==> config.mk <==
export PLATFORM = sky130hd
export DESIGN_NAME = sw_array_ctrl
export DESIGN_NICKNAME = d
export VERILOG_FILES = /design/src/rtl/sw_array_ctrl.sv
export SDC_FILE = /design/constraint.sdc
export NUM_CORES = 1
export LEC_CHECK = 0
export CORE_UTILIZATION = 40
export CTS_BUF_LIST = sky130_fd_sc_hd__clkbuf_2
export CTS_CLUSTER_SIZE = 10
export DETAILED_ROUTE_END_ITERATION = 16
export SLEW_MARGIN = 20
export SYNTH_ARGS = -nofsm -noshare
export SYNTH_HDL_FRONTEND = slang
export SYNTH_SLANG_ARGS = --single-unit
==> constraint.sdc <==
create_clock -name clk -period 4.2 [get_ports clk]
set_clock_uncertainty 0.1 [all_clocks]
set_input_delay 0.84 -clock clk [delete_from_list [all_inputs] [get_ports clk]]
set_output_delay 0.84 -clock clk [all_outputs]
set_load 0.02 [all_outputs]
==> src/rtl/sw_array_ctrl.sv <==
// Sequencer for the linear Smith-Waterman PE array: query load, target feed, drain, best-score report.
// Optional SW_CTRL_PERF_EN adds the perf_stall counter of FEED cycles starved by the target source.
module sw_array_ctrl #(
    parameter int NUM_PE    = 64,
    parameter int T_LEN_BIT = 12,
    parameter int SCORE_W   = 10
) (
    input  logic                 clk,
    input  logic                 rst,
    input  logic                 start,
    input  logic [T_LEN_BIT-1:0] t_len,
    output logic                 busy,
    output logic                 done,
    output logic [SCORE_W-1:0]   score,
    input  logic                 q_valid,
    input  logic [1:0]           q_data,
    output logic                 q_ready,
    input  logic                 t_valid,
    input  logic [1:0]           t_data,
    output logic                 t_ready,
    output logic                 q_shift,
    output logic [1:0]           q_sym,
    output logic                 pe_en,
    output logic [1:0]           pe_t,
    output logic                 pe_newline,
    output logic                 pe_valid,
    input  logic [SCORE_W-1:0]   max_in
`ifdef SW_CTRL_PERF_EN
    ,
    output logic [15:0]          perf_stall
`endif
);

    typedef enum logic [2:0] {
        IDLE  = 3'd0,
        QLOAD = 3'd1,
        FEED  = 3'd2,
        DRAIN = 3'd3,
        FIN   = 3'd4
    } state_t;

    localparam logic [T_LEN_BIT-1:0] LAST_PE = T_LEN_BIT'(NUM_PE - 1);

    state_t               state;
    logic [T_LEN_BIT-1:0] cnt;
    logic [T_LEN_BIT-1:0] tLenQ;
    logic [SCORE_W-1:0]   best;
    logic [SCORE_W-1:0]   bestNext;
    logic                 enD;

    // Handshakes: a symbol moves on a cycle where both valid and ready are high;
    // ready is a pure function of state, so sources may hold valid across stalls.
    always_comb begin
        q_shift    = (state == QLOAD) && q_valid;
        q_sym      = q_shift ? q_data : 2'b00;
        pe_valid   = (state == FEED) && t_valid;
        pe_en      = pe_valid || (state == DRAIN);
        pe_t       = pe_valid ? t_data : 2'b00;
        pe_newline = pe_valid && (cnt == '0);
    end

    // max_in is registered inside the array, so it reflects the cycle after pe_en.
    always_comb begin
        bestNext = best;
        if (enD && (max_in > best)) begin
            bestNext = max_in;
        end
    end

    always_ff @(posedge clk) begin
        if (rst) begin
            state   <= IDLE;
            busy    <= 1'b0;
            q_ready <= 1'b0;
            t_ready <= 1'b0;
            done    <= 1'b0;
            score   <= '0;
            cnt     <= '0;
            tLenQ   <= '0;
            best    <= '0;
            enD     <= 1'b0;
        end else begin
            done <= 1'b0;
            enD  <= pe_en;
            best <= bestNext;
            case (state)
                IDLE: begin
                    if (start) begin
                        tLenQ <= t_len;
                        best  <= '0;
                        cnt   <= '0;
                        busy  <= 1'b1;
                        if (t_len == '0) begin
                            state <= FIN;
                        end else begin
                            state   <= QLOAD;
                            q_ready <= 1'b1;
                        end
                    end
                end
                QLOAD: begin
                    if (q_valid) begin
                        if (cnt == LAST_PE) begin
                            cnt     <= '0;
                            state   <= FEED;
                            q_ready <= 1'b0;
                            t_ready <= 1'b1;
                        end else begin
                            cnt <= cnt + 1'b1;
                        end
                    end
                end
                FEED: begin
                    if (t_valid) begin
                        if (cnt == tLenQ - 1'b1) begin
                            cnt     <= '0;
                            state   <= DRAIN;
                            t_ready <= 1'b0;
                        end else begin
                            cnt <= cnt + 1'b1;
                        end
                    end
                end
                DRAIN: begin
                    if (cnt == LAST_PE) begin
                        cnt   <= '0;
                        state <= FIN;
                    end else begin
                        cnt <= cnt + 1'b1;
                    end
                end
                FIN: begin
                    score <= bestNext;
                    done  <= 1'b1;
                    busy  <= 1'b0;
                    state <= IDLE;
                end
                default: begin
                    state   <= IDLE;
                    busy    <= 1'b0;
                    q_ready <= 1'b0;
                    t_ready <= 1'b0;
                end
            endcase
        end
    end

`ifdef SW_CTRL_PERF_EN
    always_ff @(posedge clk) begin
        if (rst) begin
            perf_stall <= '0;
        end else if ((state == IDLE) && start) begin
            perf_stall <= '0;
        end else if ((state == FEED) && !t_valid && (perf_stall != 16'hFFFF)) begin
            perf_stall <= perf_stall + 16'd1;
        end
    end
`endif

endmodule

==> flow_summary.json, run 1 <==
{
  "netlist_area_sq_um": 2980,
  "intPower_mw": 0.666,
  "ctsHoldBuffers": 0,
  "cp-end-kind": "output port",
  "p_total_mw": 1.01,
  "drcViolationCount": 0,
  "synthArstFlopShare": 0,
  "synth_top_cell_area_share": 0.349,
  "netlist_instances": 373,
  "hp-start": "score[7]$_SDFFE_PP0P_",
  "drt-total-wl_um": 7310,
  "synth_edf_count": 0,
  "pwr-share-clk": 0.206,
  "hpwl_um": 5550,
  "whs_ps": 378,
  "cts-root-buf": "clkbuf_2",
  "clkLatencyLatePin_ps": 440,
  "design.die.area_sq_um": 7800,
  "viasPerCell": 5.26,
  "fp-row-count": 31,
  "num_io_pins": 53,
  "antenna_found_initial": 0,
  "worstSetupPathType": "primary input to output port",
  "yosys.area.top_type": "dfxtp_1",
  "portBuffers": 52,
  "grt_pass1_wl_um": 12100,
  "yosysMostFrequentCell": "nand2_1",
  "ys_warn_count": 0,
  "ant_nets": 0,
  "min_to": "score[7]$_SDFFE_PP0P_",
  "yosysSeqAreaShare": 0.349,
  "min_path_cells": 2,
  "finalCriticalPeriod_ps": 3700,
  "initial_core_util": 0.413,
  "vias": 2735,
  "ys_top_cells_by_count": "58 x nand2_1, 52 x dfxtp_1, 30 x nor2_1",
  "slew_viol_final": 0,
  "irDropWorstVdd_mv": 0.112,
  "finalCritPeriodShare": 0.882,
  "chipWidth_um": 88.3,
  "cts.path.max_buffers": 2,
  "drive_above_1_share": 0.0689,
  "rsz0062_at_grt": "false",
  "worst_pin_slew_ps": 664,
  "avgRoutedWirePerCell_um": 14.1,
  "layout_setup_ws_ps": 497,
  "rr_worst_depth": 9,
  "start_kind": "primary input",
  "postCtsResizedCells": 0,
  "place_congestion": 0.849,
  "r2r_slack_ps": 1750,
  "cts_tree": "done",
  "die_y_um": 88.3,
  "cts_sinks": 52,
  "core-area_sq_um": 7210,
  "grt_overflow": 0,
  "hold_violations": 0,
  "cts_max_level": 2,
  "cap_violations": 0,
  "synth_ff_type": "dfxtp_1",
  "numCtsBuffers": 5,
  "grtUsageTotal": 0.199,
  "slew_headroom": 0.556,
  "r2r-start": "tLenQ[0]$_SDFFE_PP0P_",
  "drtPass1Iterations": 4,
  "crit_required_ps": 3260,
  "synth.avg_cell_area_sq_um": 7.99,
  "fmax_ghz": 0.270,
  "ys_types": 58,
  "synth_fp_nets": 417,
  "final_nets": 464,
  "swShare": 0.338,
  "leakagePower_nw": 1.36,
  "setup_violations": 0,
  "synth_seq_cells": 52,
  "combinationalPowerShare": 0.253,
  "p_switching_mw": 0.340,
  "grt_max_degree": 23,
  "cp.arrival_ps": 2760,
  "syn_to_final_growth_pct": 21.7,
  "outcome": "completed",
  "place_ws_ps": 501,
  "setup-tns-final_ps": 0,
  "p_seq_frac": 0.541,
  "p_per_area_nw_per_um2": 277,
  "first_iter_violations": 107,
  "clk_pin_slew_ps": 270,
  "synthTopCellsByArea": "dfxtp_1 35%, nand2_1 7.3%, ha_1 5.5%",
  "r2r-end": "cnt[10]$_SDFFE_PP0P_",
  "grt_pass1_vias": 2560,
  "post_cts_buffers": 0,
  "diodes": 0,
  "hp-class": "flop to flop",
  "cp_max_fo": 5
}
-- how the worst max path moves through the flow --
stage          slack, ps    endpoint                   from
6_report             500     pe_t[1]                t_valid
5_1_grt              240  pe_newline  state[1]$_SDFFE_PP0P_
4_1_cts              450  pe_newline  state[1]$_SDFFE_PP0P_
3_5_place_dp         500     pe_t[1]                t_valid
3_3_place_gp         550     pe_t[0]                t_valid
2_1_floorplan       1470    q_sym[0]                q_valid
-- power groups by stage --
stage	Combinational (mW)	Sequential, mW	Clock (mW)
6_report	0.254	0.544	0.207
5_1_grt	0.283	0.549	0.239
4_1_cts	0.256	0.544	0.216
3_5_place_dp	0.254	0.553	0
3_3_place_gp	0.252	0.553	0
2_1_floorplan	0.174	0.542	0
-- sequential cells by signal, indices dropped and copies added, names as in the netlist --
| register | cells |
|---|---|
| best | 10 |
| busy | 1 |
| cnt | 12 |
| done | 1 |
| enD | 1 |
| q_ready | 1 |
| score | 10 |
| state | 3 |
| tLenQ | 12 |
| t_ready | 1 |
-- per-layer routing --
metal	vias to the layer above	global-route usage	wire (um)
met5	-	0	0
met4	0	0.0630	114
met3	10	0.0354	258
met2	52	0.337	3340
met1	1272	0.258	3590
li1	1401	-	-
-- cells by family (layout without fill, tap and decap cells) --
logic type	after synthesis	count (layout)	share of synthesized area
fa+ha+maj	13	13	0.0546
simple gates	163	163	0.284
flops	52	52	0.349
xor+xnor	17	17	0.0500
compound gates	79	79	0.175
mux	10	10	0.0336
buf+inv	39	87	0.0529
-- per-stage QoR --
step	area [sq um]	std cells	utilization
detailed placement	3580	512	0.497
CTS	3630	520	0.503
global placement	3580	512	0.497
floorplan	2980	373	-
finish	3630	520	0.503
global route	3630	520	0.503
-- cell usage in the layout, fill, tap and decap left out, drive strengths merged, types with 2 or more instances in the layout --
cell	n
nand4	5
nor3b	2
mux2i	10
clkinvlp	2
o21ai	23
xor2	11
nand4b	2
nand3	9
nor3	11
o31a	2
nor4b	3
dfxtp	52
o211ai	2
and3	7
a21oi	25
a211oi	5
buf	4
nand2	58
xnor2	6
nor4	9
ha	13
nand2b	6
clkbuf	5
clkdlybuf4s50	52
a31oi	2
a21o	3
nor2b	8
nand3b	2
and2	6
o221ai	4
o41ai	2
nor2	31
a41oi	2
inv	23
or3	2
-- critical path, stage by stage --
cell	delay, ps
clkdlybuf4s50_1	610
nor3_1	110
a311oi_2	380
and3_1	220
clkdlybuf4s50_1	610
-- cell type report --
class                      count  area, sq um
sequential                    52         1040
fill                         738         3590
timing repair buffer          56          551
multi-input combinational    282         1780
clock inverter                 3         18.8
tap                           99          124
inverter                      23         86.3
clock buffer                   5         25.0
Note: power is estimated with default switching activity, not from simulation.
==> run 2, diff against run 1 <==
Settings changed: CAP_MARGIN set to 30, SKIP_CTS_REPAIR_TIMING set to 1.
==> results of run 2 <==
Final layout, timing and power as in run 1 (identical DEF).
